### src/rtl/alu_cmd_driver_if.sv
`default_nettype none
// ============================================================================
//  Module      : alu_cmd_driver_if
//  Description : Command, ALU-side and result signals of the ALU command
//                driver. The slave modport is the driver's view; the master
//                modport is the surrounding host/ALU environment.
//  Revision    : 1.0  initial release
// ============================================================================
interface alu_cmd_driver_if;
  // Command port
  logic        cmd_valid;
  logic        cmd_ready;
  logic [3:0]  cmd_op;
  logic [31:0] cmd_a;
  logic [31:0] cmd_b;
  // ALU drive and observe
  logic [3:0]  alu_op;
  logic [31:0] alu_a;
  logic [31:0] alu_b;
  logic        alu_rst;
  logic [31:0] alu_f;
  logic        alu_zf;
  logic        alu_cf;
  logic        alu_of;
  logic        alu_sf;
  logic        alu_pf;
  // Result port
  logic        res_valid;
  logic        res_ready;
  logic [31:0] res_f;
  logic [4:0]  res_flags;
  logic        res_err;
  logic [7:0]  res_cycles;

  modport slave (
    input  cmd_valid, cmd_op, cmd_a, cmd_b,
    input  alu_f, alu_zf, alu_cf, alu_of, alu_sf, alu_pf,
    input  res_ready,
    output cmd_ready,
    output alu_op, alu_a, alu_b, alu_rst,
    output res_valid, res_f, res_flags, res_err, res_cycles
  );

  modport master (
    output cmd_valid, cmd_op, cmd_a, cmd_b,
    output alu_f, alu_zf, alu_cf, alu_of, alu_sf, alu_pf,
    output res_ready,
    input  cmd_ready,
    input  alu_op, alu_a, alu_b, alu_rst,
    input  res_valid, res_f, res_flags, res_err, res_cycles
  );
endinterface
`default_nettype wire

### src/rtl/alu_cmd_driver.sv
`default_nettype none
// ============================================================================
//  Module      : alu_cmd_driver
//  Description : One-at-a-time command sequencer for the 32-bit ALU. Drives
//                OP/A/B, pulses the multiplier start, waits the fixed
//                latency and holds F plus flags behind a valid/ready port.
//                Optional macro ALU_DRV_LATENCY_EN adds an acceptance-to-
//                capture cycle counter on res_cycles.
//  Revision    : 1.0  initial release
// ============================================================================
module alu_cmd_driver #(
  parameter int SETTLE_CYCLES = 1,   // 1..15
  parameter int MUL_CYCLES    = 34   // 1..255
) (
  input  logic             clk,
  input  logic             rst_n,
  alu_cmd_driver_if.slave  bus
);

  typedef enum logic [2:0] {
    S_IDLE      = 3'd0,
    S_SETTLE    = 3'd1,
    S_MUL_START = 3'd2,
    S_MUL_WAIT  = 3'd3,
    S_HOLD      = 3'd4
  } state_t;

  localparam logic [3:0] c_op_mul      = 4'b1000;
  localparam logic [7:0] c_settle_last = 8'(SETTLE_CYCLES - 1);
  localparam logic [7:0] c_mul_last    = 8'(MUL_CYCLES);

  state_t      r_state;
  state_t      w_state_nxt;
  logic [7:0]  r_cnt;
  logic        r_err_pend;
  logic        w_accept;
  logic        w_capture;
  logic        w_legal;

  assign w_legal = (bus.cmd_op <= c_op_mul);

  // State register
  always_ff @(posedge clk or negedge rst_n) begin
    if (!rst_n) r_state <= S_IDLE;
    else        r_state <= w_state_nxt;
  end

  // Next state, handshake decode and capture strobe.
  // Illegal opcodes pass through SETTLE for exactly one cycle so their
  // result appears one edge after acceptance, like a default-latency op.
  always_comb begin
    w_state_nxt   = r_state;
    w_accept      = 1'b0;
    w_capture     = 1'b0;
    bus.cmd_ready = 1'b0;
    bus.res_valid = 1'b0;
    case (r_state)
      S_IDLE: begin
        bus.cmd_ready = 1'b1;
        if (bus.cmd_valid) begin
          w_accept    = 1'b1;
          w_state_nxt = (bus.cmd_op == c_op_mul) ? S_MUL_START : S_SETTLE;
        end
      end
      S_SETTLE: begin
        if (r_err_pend || (r_cnt == c_settle_last)) begin
          w_capture   = 1'b1;
          w_state_nxt = S_HOLD;
        end
      end
      S_MUL_START: w_state_nxt = S_MUL_WAIT;
      S_MUL_WAIT: begin
        if (r_cnt == c_mul_last) begin
          w_capture   = 1'b1;
          w_state_nxt = S_HOLD;
        end
      end
      S_HOLD: begin
        bus.res_valid = 1'b1;
        if (bus.res_ready) w_state_nxt = S_IDLE;
      end
      default: w_state_nxt = S_IDLE;
    endcase
  end

  // ALU drive registers, wait counter and result capture.
  // The counter is zeroed at acceptance; MUL_START leaves it at zero so the
  // multiply wait starts counting on the edge that ends the start pulse.
  always_ff @(posedge clk or negedge rst_n) begin
    if (!rst_n) begin
      bus.alu_op    <= 4'd0;
      bus.alu_a     <= 32'd0;
      bus.alu_b     <= 32'd0;
      bus.alu_rst   <= 1'b0;
      bus.res_f     <= 32'd0;
      bus.res_flags <= 5'd0;
      bus.res_err   <= 1'b0;
      r_cnt         <= 8'd0;
      r_err_pend    <= 1'b0;
    end else begin
      bus.alu_rst <= (r_state == S_MUL_START);
      if (w_accept) begin
        r_cnt      <= 8'd0;
        r_err_pend <= !w_legal;
        if (w_legal) begin
          bus.alu_op <= bus.cmd_op;
          bus.alu_a  <= bus.cmd_a;
          bus.alu_b  <= bus.cmd_b;
        end
      end else if (((r_state == S_SETTLE) || (r_state == S_MUL_WAIT)) && !w_capture) begin
        r_cnt <= r_cnt + 8'd1;
      end
      if (w_capture) begin
        bus.res_f     <= r_err_pend ? 32'd0 : bus.alu_f;
        bus.res_flags <= r_err_pend ? 5'd0
                         : {bus.alu_zf, bus.alu_cf, bus.alu_of, bus.alu_sf, bus.alu_pf};
        bus.res_err   <= r_err_pend;
      end
    end
  end

`ifdef ALU_DRV_LATENCY_EN
  logic [7:0] r_lat;

  // Saturating acceptance-to-capture counter; starts at 1 so the value
  // sampled at capture equals the number of edges since acceptance.
  always_ff @(posedge clk or negedge rst_n) begin
    if (!rst_n) begin
      r_lat          <= 8'd0;
      bus.res_cycles <= 8'd0;
    end else begin
      if (w_accept) begin
        r_lat <= 8'd1;
      end else if ((r_state != S_IDLE) && (r_state != S_HOLD) && (r_lat != 8'hFF)) begin
        r_lat <= r_lat + 8'd1;
      end
      if (w_capture) bus.res_cycles <= r_lat;
    end
  end
`else
  assign bus.res_cycles = 8'd0;
`endif

endmodule
`default_nettype wire

### src/flat_wrapper.sv
// flat-port wrapper written by rule: the top's interface ports become plain ports
module alu_cmd_driver_flat 
#(
  parameter int SETTLE_CYCLES = 1,           
  parameter int MUL_CYCLES    = 34            
)
  (clk, rst_n, bus_cmd_valid, bus_cmd_op, bus_cmd_a, bus_cmd_b, bus_alu_f, bus_alu_zf, bus_alu_cf, bus_alu_of, bus_alu_sf, bus_alu_pf, bus_res_ready, bus_cmd_ready, bus_alu_op, bus_alu_a, bus_alu_b, bus_alu_rst, bus_res_valid, bus_res_f, bus_res_flags, bus_res_err, bus_res_cycles);
  alu_cmd_driver_if bus_i ();
  input  logic clk;
  input  logic rst_n;
  input wire logic [$bits(bus_i.cmd_valid)-1:0] bus_cmd_valid;
  input wire logic [$bits(bus_i.cmd_op)-1:0] bus_cmd_op;
  input wire logic [$bits(bus_i.cmd_a)-1:0] bus_cmd_a;
  input wire logic [$bits(bus_i.cmd_b)-1:0] bus_cmd_b;
  input wire logic [$bits(bus_i.alu_f)-1:0] bus_alu_f;
  input wire logic [$bits(bus_i.alu_zf)-1:0] bus_alu_zf;
  input wire logic [$bits(bus_i.alu_cf)-1:0] bus_alu_cf;
  input wire logic [$bits(bus_i.alu_of)-1:0] bus_alu_of;
  input wire logic [$bits(bus_i.alu_sf)-1:0] bus_alu_sf;
  input wire logic [$bits(bus_i.alu_pf)-1:0] bus_alu_pf;
  input wire logic [$bits(bus_i.res_ready)-1:0] bus_res_ready;
  output wire logic [$bits(bus_i.cmd_ready)-1:0] bus_cmd_ready;
  output wire logic [$bits(bus_i.alu_op)-1:0] bus_alu_op;
  output wire logic [$bits(bus_i.alu_a)-1:0] bus_alu_a;
  output wire logic [$bits(bus_i.alu_b)-1:0] bus_alu_b;
  output wire logic [$bits(bus_i.alu_rst)-1:0] bus_alu_rst;
  output wire logic [$bits(bus_i.res_valid)-1:0] bus_res_valid;
  output wire logic [$bits(bus_i.res_f)-1:0] bus_res_f;
  output wire logic [$bits(bus_i.res_flags)-1:0] bus_res_flags;
  output wire logic [$bits(bus_i.res_err)-1:0] bus_res_err;
  output wire logic [$bits(bus_i.res_cycles)-1:0] bus_res_cycles;
  assign bus_i.cmd_valid = bus_cmd_valid;
  assign bus_i.cmd_op = bus_cmd_op;
  assign bus_i.cmd_a = bus_cmd_a;
  assign bus_i.cmd_b = bus_cmd_b;
  assign bus_i.alu_f = bus_alu_f;
  assign bus_i.alu_zf = bus_alu_zf;
  assign bus_i.alu_cf = bus_alu_cf;
  assign bus_i.alu_of = bus_alu_of;
  assign bus_i.alu_sf = bus_alu_sf;
  assign bus_i.alu_pf = bus_alu_pf;
  assign bus_i.res_ready = bus_res_ready;
  assign bus_cmd_ready = bus_i.cmd_ready;
  assign bus_alu_op = bus_i.alu_op;
  assign bus_alu_a = bus_i.alu_a;
  assign bus_alu_b = bus_i.alu_b;
  assign bus_alu_rst = bus_i.alu_rst;
  assign bus_res_valid = bus_i.res_valid;
  assign bus_res_f = bus_i.res_f;
  assign bus_res_flags = bus_i.res_flags;
  assign bus_res_err = bus_i.res_err;
  assign bus_res_cycles = bus_i.res_cycles;
  alu_cmd_driver #(.SETTLE_CYCLES(SETTLE_CYCLES), .MUL_CYCLES(MUL_CYCLES)) u_core (.clk(clk), .rst_n(rst_n), .bus(bus_i));
endmodule
### config.mk
export PLATFORM = sky130hd
export DESIGN_NAME = alu_cmd_driver_flat
export DESIGN_NICKNAME = d
export VERILOG_FILES = /design/src/rtl/alu_cmd_driver_if.sv /design/src/rtl/alu_cmd_driver.sv /design/src/flat_wrapper.sv
export SDC_FILE = /design/constraint.sdc
export NUM_CORES = 1
export LEC_CHECK = 0
export BUFFER_PORTS_ARGS = -buffer_cell sky130_fd_sc_hd__buf_2
export CORE_ASPECT_RATIO = 0.5
export CORE_UTILIZATION = 43
export CTS_CLUSTER_DIAMETER = 150
export CTS_CLUSTER_SIZE = 28
export DETAILED_ROUTE_END_ITERATION = 8
export GPL_ROUTABILITY_DRIVEN = 0
export PLACE_DENSITY = 0.77
export REMOVE_ABC_BUFFERS = 1
export SLEW_MARGIN = 10
export SYNTH_ARGS = -nofsm -noshare
export SYNTH_HDL_FRONTEND = slang
export SYNTH_SLANG_ARGS = --single-unit
### constraint.sdc
create_clock -name clk -period 1.73 [get_ports clk]
set_input_delay 0.346 -clock clk [delete_from_list [all_inputs] [get_ports clk]]
set_output_delay 0.346 -clock clk [all_outputs]
set_load 0.02 [all_outputs]
==> impl_metrics.yaml, run 1 <==
synth:
  netlist_area_um2: 5060
  ys_seq_area_share_pct: 58.8
  synthArstFlopShare_pct: 100
  synth_cell_types: 39
  yosys_most_used_dff: "dfrtp_1"
  synth_edf_count: 0
  ys_ff_latch: 119
  yosys_warnings: 0
  syn_avg_cell_area_um2: 14.3
  synthCells: 353
power_and_ir_drop:
  power_uw: 14800
  ir_drop_uv: 881
  leakage_uw: 0.00377
  powerDensity_nw_per_um2: 2020
routing:
  drtAntennaViolNets: 0
  first_pass_iters: 4
  route.detailed.drc: 0
  post_drt_wl_per_cell_um: 15.2
  vias_per_cell: 4.69
  drtIter0Drc: 150
  vias: 3670
  wirelength_um: 11900
clock_network:
  root_buffer: "clkbuf_16"
  clock_latency_ns: 0.41
  htreeDepth: 4
  path_clk_slew_ns: 0.06
  cts_tree: "done"
  cts_sinks: 119
  clock_path_buffers: 2
  cts_buffers: 17
status:
  status: "finished with violations"
  violations: "setup timing"
floorplan:
  start_util_pct: 45.1
  row_count: 27
  die_width_um: 155
  pin_count: 226
  die-area_um2: 12200
  die_y_um: 78.7
  core_um2: 11200
grt:
  antenna_found_initial: 0
  grt_overflow: 0
  grt_max_degree: 44
  grt_first_pass_wirelength_um: 18400
  grt_pass1_vias: 3825
  track_usage_pct: 19.6
setup_path:
  r2r_slack_ns: -0.12
  crit_chain: "inv_2 > ha_1 > and3_1 > o211ai_2 > a21oi_4 > buf_6 > clkbuf_16 > mux2_2"
  critPathCaptureType: "flip-flop"
  start_kind: "flip-flop"
  path_buf_inv: 3
  cp_top_family: "flip-flops"
  critPathMaxStageDelay_ns: 0.40
  cp.arrival_ns: 2.13
  crit_fanout: 9
  critical_path_class: "flip-flop to flip-flop"
  crit_required_ns: 2.01
  cp_slowest_cell: "dfrtp_1"
timing:
  rsz0062_at_grt: "true"
  setup_ws_ns: -0.115
  hold_viol: 0
  fin_skew_ns: 0.00895
  setup_tns_ns: -3.70
  final-max-slew-violation-count: 0
  fin_crit_ns: 1.85
  finalCritPeriodShare_pct: 107
  fmax_mhz: 542
  finalSetupViolations: 42
  holdWs_ns: 0.165
final_layout:
  antenna_cells: 0
  fin_util_pct: 65.2
  nNetsFinal: 722
  synthToLayoutAreaGrowth_pct: 44.5
  drive_gt1_share_pct: 65.7
flow_run:
  drv_cap: 0
place:
  port_buffers: 217
  hpwl_um: 8170
  pre_cts_slack_ns: -0.164
min_path:
  hold_class: "input pin to flip-flop"
## flip-flops by register name, summed over array words and instances (netlist names)
signal                flops
u_core.bus.alu_a         32
u_core.bus.alu_b         32
u_core.bus.alu_op         4
u_core.bus.alu_rst        1
u_core.bus.res_err        1
u_core.bus.res_f         32
u_core.bus.res_flags      5
u_core.r_cnt              8
u_core.r_err_pend         1
u_core.r_state            3
## placed cells by master, fill, tap and decap left out, types with 3 or more instances in the layout
cell type   netlist  routed
inv_1             5       3
o21ai_0           4       4
ha_1              3       3
buf_4            10      29
clkinvlp_4        0       6
nand2_1           6       5
clkinv_4          0       4
buf_6             4       4
xnor2_1           3       3
conb_1            1       8
buf_12            0       6
mux2_4           19      35
clkbuf_16         0      19
nor2b_1          40      40
nand3_1           3       3
dfrtp_1         119     118
buf_2             7     214
mux2_2           87      71
nor2_1            7       7
## path summary, 6_finish.rpt
path | end | cells past startpoint | start
max | u_core.bus.res_f[5] | 8 | u_core.r_cnt[0]
min | u_core.bus.alu_a[27] | 2 | bus_cmd_a[27]
max reg2reg | u_core.bus.res_f[5] | 8 | u_core.r_cnt[0]
min reg2reg | u_core.bus.alu_a[7] | 1 | u_core.bus.alu_a[7]
max in group asynchronous | u_core.bus.alu_b[6] | 3 | rst_n
min in group asynchronous | u_core.bus.alu_a[9] | 2 | rst_n
## cells by family after synthesis
family                     Yosys count  share of synthesized area, %
muxes                              107                          25.2
AOI/OAI and AO/OA                   16                          2.20
DFF                                119                          58.8
other                                1                        0.0741
buffers and inverters               30                          3.73
and+or+nand+nor                     74                          8.70
xor gates and xnor gates             3                         0.519
adders and majority gates            3                         0.742
## per-layer routing
metal	global-route usage (%)	routed length, um	up-vias
li1	-	-	1724
met1	22.1	4860	1801
met2	34.9	6150	127
met3	6.00	723	18
met4	7.84	175	0
met5	0	0	-
## power by group
group / leakage [uW] / switching [uW] / internal [uW]
Combinational: 0.00203 / 3560 / 3170
Sequential: 0.00148 / 638 / 4080
Clock: 0.000261 / 1310 / 2020
Total: 0.00377 / 5510 / 9270
## Yosys cell counts, drive strengths merged, types with 2 or more instances
master	n	share of area [%]
nand2b	2	0.25
mux2	106	25
ha	3	0.74
nor2	7	0.52
nand2	7	0.57
xnor2	3	0.52
nand3	3	0.30
inv	5	0.37
clkbuf	4	0.30
nor2b	40	4.9
dfrtp	119	59
o21ai	4	0.40
nor4	3	0.37
o211ai	2	0.40
buf	21	3.1
nand4	2	0.25
nor3b	2	0.30
a21oi	4	0.47
nor3	3	0.40
## repair_timing
item / CTS / global route
gates resized for setup: 6 / 28
pin swaps: 1 / 1
setup buffers: 2 / 6
cloned: 0 / 3
endpoints found under the setup margin: 42 / 53
hold buffers: 1 / 0
hold endpoints to repair: 16 / 0
## stage by stage
stage / instances / cell area (um^2)
after floorplan: 335 / 4920
after global placement: 738 / 6490
after detailed placement: 738 / 6490
after CTS: 773 / 7110
after global routing: 782 / 7320
final: 782 / 7320
## final cells by class
class                           count  area [um^2]
Inverter                            5         18.8
Sequential cell                   119         2980
Tap cell                          159          199
Fill cell                         854         3900
Clock buffer                       18          439
Timing Repair Buffer              256         1510
Multi-Input combinational cell    211         2040
Clock inverter                     14          129
Note: power is estimated with default switching activity, not from simulation.
==> run 2: changes to the inputs <==
ABC_AREA = 1   (was not set)
CORE_UTILIZATION = 45   (was 43)
CTS_BUF_LIST = sky130_fd_sc_hd__clkbuf_8   (was not set)
PLACE_DENSITY = 0.79   (was 0.77)
==> run 2 against run 1 <==
  * The run now ends clean
  * Register-to-register slack better by 0.23 ns
  * First-iteration DRC count is 140% higher
  * Combinational power is 25% lower
  * Setup slack better by 0.21 ns
  * Critical endpoint is now bus_cmd_ready
  * Highest routed layer unchanged
==> impl_metrics.yaml, run 2 <==
synth:
  yosys.area.top_type_share_pct: 55.8
  yosys_warnings: 0
  ys_seq_area_share_pct: 55.8
  syn_avg_cell_area_um2: 7.96
  synth_cell_types: 23
  synthCells: 670
  netlist_area_um2: 5330
  ys_ff_latch: 119
  synth.most_common_cell: "nand2_1"
  synth_edf_count: 0
  yosysTopAreaCell: "dfrtp_1"
  netlist_top_cells_area: "dfrtp_1, nand2_1, nand3_1, inv_1, nor2_1"
  synth_common_cells: "nand2_1, dfrtp_1, inv_1"
  synthArstFlopShare_pct: 100
  yosys_most_used_dff: "dfrtp_1"
final_layout:
  layout_common_cells: "nand2_1, buf_2, dfrtp_1, inv_1, nand3_1"
  regArea_um2: 2980
  nNetsFinal: 1008
  antenna_cells: 0
  synthToLayoutAreaGrowth_pct: 32.3
  final_common_cell: "nand2_1"
  top_regs: "u_core.bus.alu_a x32, u_core.bus.alu_b x32, u_core.bus.res_f x32"
  design_area_um2: 7050
  stdcell_count: 1068
  drive_gt1_share_pct: 30.7
  multiInputGateArea_um2: 1890
  nFillCells: 982
status:
  status: "completed"
clock_network:
  cts_sinks: 119
  htreeDepth: 4
  path_clk_slew_ns: 0.08
  clock_latency_ns: 0.42
  clock_path_buffers: 2
  cts_tree: "done"
  cts_buffers: 17
  root_buffer: "clkbuf_8"
grt:
  grt_pass1_vias: 4659
  antenna_found_initial: 0
  grt_overflow: 0
  grt_first_pass_wirelength_um: 22000
  grt_max_degree: 66
  track_usage_pct: 22.8
routing:
  drtIter0Drc: 362
  route.detailed.drc: 0
  wirelength_um: 13900
  first_pass_iters: 5
  vias_per_cell: 4.66
  drtAntennaViolNets: 0
  vias: 4982
  post_drt_wl_per_cell_um: 13.0
power_and_ir_drop:
  leakage_uw: 0.00436
  ir_drop_uv: 840
  powerDensity_nw_per_um2: 1690
  power_uw: 11900
place:
  port_buffers: 217
  placement.cell_area_um2: 6600
  pre_cts_slack_ns: 0.0904
  dpl.cell_count: 1030
  hpwl_um: 9450
timing:
  hold_viol: 0
  fmax_mhz: 612
  final-max-slew-violation-count: 0
  fin_skew_ns: 0.0137
  setup_ws_ns: 0.0950
  finalSetupViolations: 0
  finalCritPeriodShare_pct: 94.5
  fin_crit_ns: 1.63
min_path:
  worstHoldStart: "bus_cmd_a[17]"
  holdPathEnd: "u_core.bus.alu_a[17]"
  min_path_cells: 3
  hold_class: "input pin to flip-flop"
setup_path:
  crit_required_ns: 1.38
  critical_path_class: "flip-flop to output pin"
  crit_fanout: 6
  cp_top_family: "flip-flops"
  r2r-start: "u_core.r_state[1]"
  start_kind: "flip-flop"
  path_buf_inv: 1
  cp.arrival_ns: 1.29
  r2r-end: "u_core.bus.alu_b[13]"
  critPathMaxStageDelay_ns: 0.46
  cp_slowest_cell: "dfrtp_2"
  r2r_slack_ns: 0.11
  crit_chain: "nor3_4 > buf_2"
  reg2regPathDepth: 8
  critPathCaptureType: "output pin"
floorplan:
  die-area_um2: 12300
  row_count: 27
  die_y_um: 79.0
  die_width_um: 156
  pin_count: 226
  core_um2: 11200
  start_util_pct: 47.4
flow_run:
  drv_cap: 0
[run 2: changes by cell type in the layout (fill, tap and decap cells not counted), moves of 14 or more]
cell / delta
nor2_1: +41
buf_4: -14
nor2b_1: -40
mux2_2: -71
nand3_1: +50
nand2_1: +307
clkbuf_8: +17
mux2_4: -35
inv_1: +60
clkbuf_16: -18
[run 2: worst max path at each step]
| stage | end | startpoint | depth (start not counted) |
|---|---|---|---|
| detailed placement | u_core.bus.res_f[0] | u_core.r_cnt[1] | 10 |
| finish | bus_cmd_ready | u_core.r_state[1] | 2 |
| global placement | u_core.bus.res_f[17] | u_core.r_cnt[1] | 10 |
| floorplan | u_core.bus.alu_op[0] | u_core.r_state[0] | 6 |
| global route | u_core.bus.alu_b[30] | u_core.r_state[1] | 8 |
| CTS | bus_res_valid | u_core.r_state[2] | 3 |
[run 2: cells by family after synthesis]
logic type | after synthesis | share of synthesized area [%]
and+or+nand+nor | 433 | 32.8
DFF | 119 | 55.8
buffers and inverters | 104 | 9.27
AOI/OAI and AO/OA | 7 | 0.868
xor gates and xnor gates | 3 | 0.493
adders and majority gates | 3 | 0.704
other | 1 | 0.0703
[run 2: what timing repair did]
| item | 4_1_cts | 5_1_grt |
|---|---|---|
| hold buffers | 1 | 0 |
| gates cloned | 0 | 1 |
| pin swaps | 1 | 1 |
| hold endpoints to repair | 31 | 0 |
| setup endpoints to repair | 1 | 59 |
| resized for setup | 0 | 6 |
| buffers inserted | 2 | 2 |
[run 2: worst reg2reg max path, delay by kind of cell (launching register included)]
family                 cells  cell delay, ns
and+or+nand+nor            4            0.43
AOI/OAI and AO/OA          1            0.17
buffers and inverters      3            0.52
DFF                        1            0.46
[run 2: area by class of cell]
type | instances | share of cell area (%)
Clock buffer | 18 | 3.51
Clock inverter | 14 | 1.79
Inverter | 63 | 3.35
Multi-Input combinational cell | 454 | 26.8
Sequential cell | 119 | 42.3
Tap cell | 159 | 2.82
Timing Repair Buffer | 241 | 19.4
[run 2: routing by layer]
| layer | vias up | GRT usage (%) | wire length, um |
|---|---|---|---|
| li1 | 2463 | - | - |
| met1 | 2294 | 29.3 | 6030 |
| met2 | 189 | 36.4 | 6670 |
| met3 | 36 | 5.19 | 752 |
| met4 | 0 | 12.2 | 422 |
| met5 | - | 0 | 0 |
[run 2: power by group]
part | internal, uW | switching, uW
Combinational | 1730 | 3340
Clock | 1180 | 1210
Sequential | 3830 | 591
[run 2: stage by stage]
stage	hold WS (ns)	setup TNS, ns	util, %
2_1_floorplan	0.0504	-116.89	-
3_3_place_gp	0.333	0	58.7
3_5_place_dp	0.343	0	58.7
4_1_cts	0.0972	0	62.2
5_1_grt	0.0963	-0.00112	62.7
6_report	0.120	0	62.7
==> run 3: changes to the inputs <==
--- a/config.mk
+++ b/config.mk
@@ -9,3 +9,2 @@
 export BUFFER_PORTS_ARGS = -buffer_cell sky130_fd_sc_hd__buf_2
-export CORE_ASPECT_RATIO = 0.5
 export CORE_UTILIZATION = 45
==> constraint.sdc (replaced) <==
create_clock -name clk -period 1.73 [get_ports clk]
set_input_delay 0.0865 -clock clk [delete_from_list [all_inputs] [get_ports clk]]
set_output_delay 0.0865 -clock clk [all_outputs]
set_load 0.02 [all_outputs]
==> run 3 against run 2 <==
  * Clock skew fell by 0.0028 ns
  * Non-clock buffer count rose by 100
  * Register-to-register slack improved by 0.02 ns
  * Highest routed layer unchanged
  * Via count grew 14%
  * Global-route usage rose by 6.1 points
  * Combinational power up 7.9%
  * Sequential power is 2% higher
  * Sequential share of layout area down 5.7 points
  * Count of clock-buffer cells in the layout shrank 1
  * Die area down 0.21%
==> impl_metrics.yaml, run 3 (synthesized netlist as in run 2, its figures left out) <==
grt:
  grt_overflow: 0
  grt_pass1_vias: 5686
  grt_max_degree: 56
  grt_first_pass_wirelength_um: 28000
  track_usage_pct: 28.9
  antenna_found_initial: 1
timing:
  finalCritPeriodShare_pct: 92.3
  hold_viol: 0
  fin_skew_ns: 0.0110
  final-max-slew-violation-count: 0
  finalSetupViolations: 0
  fin_crit_ns: 1.60
  fmax_mhz: 626
  rsz0062_at_grt: "false"
routing:
  vias: 5656
  wirelength_um: 17500
  drtIter0Drc: 680
  post_drt_wl_per_cell_um: 15.1
  drtAntennaViolNets: 0
  vias_per_cell: 4.91
  first_pass_iters: 5
  route.detailed.drc: 0
setup_path:
  crit_required_ns: 2.03
  start_kind: "flip-flop"
  crit_fanout: 55
  critPathCaptureType: "flip-flop"
  critical_path.startpoint: "u_core.r_state[0]"
  critical_path_class: "flip-flop to flip-flop"
  r2r-start: "u_core.r_state[0]"
  cp.arrival_ns: 1.90
place:
  port_buffers: 217
  dpl.cell_count: 1010
  placement.cell_area_um2: 6560
  hpwl_um: 9070
final_layout:
  top_regs: "u_core.bus.alu_a x32, u_core.bus.alu_b x32, u_core.bus.res_f x32"
  stdcell_count: 1153
  multiInputGateArea_um2: 1900
  nFillCells: 764
  layout_common_cells: "nand2_1, buf_2, dfrtp_1, dlygate4sd3_1, inv_1"
  synthToLayoutAreaGrowth_pct: 52.7
  nNetsFinal: 1108
  design_area_um2: 8140
  final_common_cell: "nand2_1"
  drive_gt1_share_pct: 26.9
  regArea_um2: 2980
power_and_ir_drop:
  leakage_uw: 0.00482
  ir_drop_uv: 1150
  powerDensity_nw_per_um2: 1570
clock_network:
  path_clk_slew_ns: 0.08
  root_buffer: "clkbuf_8"
  htreeDepth: 4
  clock_path_buffers: 2
  cts_tree: "done"
  cts_sinks: 119
  cts_setup_buffers: 0
  cts_buffers: 17
  clock_latency_ns: 0.43
floorplan:
  pin_count: 226
  start_util_pct: 46.5
  die_width_um: 111
  core_um2: 11500
  die-area_um2: 12300
  die_y_um: 111
  row_count: 39
status:
  status: "completed"
flow_run:
  drv_cap: 0
min_path:
  worstHoldStart: "bus_cmd_op[3]"
  hold_class: "input pin to flip-flop"
## run 3: repair_timing
action	4_1_cts	5_1_grt
endpoints found under the setup margin	0	40
hold endpoints to repair	224	0
hold buffers	108	0
gates resized for setup	0	4
## run 3: path summary, 6_finish.rpt
check / endpoint / slack, ns / depth (start not counted)
setup / recovery: u_core.bus.alu_a[10] / 0.13 / 7
min in group asynchronous: u_core.bus.res_flags[3] / 0.56 / 3
hold reg to reg: u_core.bus.alu_a[17] / 0.47 / 2
hold / removal: u_core.bus.alu_op[3] / 0.09 / 3
max in group asynchronous: u_core.bus.res_f[21] / 0.38 / 4
setup reg to reg: u_core.bus.alu_a[10] / 0.13 / 7
## run 3: metal layers
| layer | vias up | part of all wire, % | track usage, % |
|---|---|---|---|
| met3 | 43 | 9.7 | 8.26 |
| met4 | 0 | 2.5 | 11.6 |
| met1 | 2603 | 38 | 34.4 |
| met5 | - | 0 | 0 |
| met2 | 345 | 50 | 49.2 |
| li1 | 2665 | - | - |
## run 3: critical path, cell delays in order, from the launching register on
cell,delay (ns)
dfrtp_1,0.45
nor3_4,0.26
nand2_2,0.11
a21oi_4,0.19
inv_2,0.08
buf_12,0.19
nand2_1,0.11
nand2_1,0.09
## run 3: area by class of cell
class,instances,share of cell area [%]
tap,143,2.20
multi-input combinational,454,23.3
timing repair buffer,341,29.6
inverter,63,2.90
clock inverter,15,2.50
antenna,1,0.0307
sequential,119,36.6
clock buffer,17,2.87
## run 3: per-stage QoR
step | worst slack (ns) | TNS (ns) | hold slack (ns) | total power [uW] | utilization (%)
after floorplan | -1.17 | -116.89 | -0.209 | 7400 | -
final | 0.132 | 0 | 0.0933 | 12800 | 71.0
after CTS | 0.0921 | 0 | 0.0690 | 12400 | 70.5
after detailed placement | 0.120 | 0 | -0.0768 | 9380 | 57.2
after global placement | 0.176 | 0 | -0.0776 | 9280 | 57.2
after global routing | 0.0231 | 0 | 0.103 | 13500 | 71.0
## run 3: power breakdown
part | internal [uW] | switching (uW)
logic | 1900 | 3580
registers | 3830 | 677
clock network | 1580 | 1240
total | 7300 | 5490
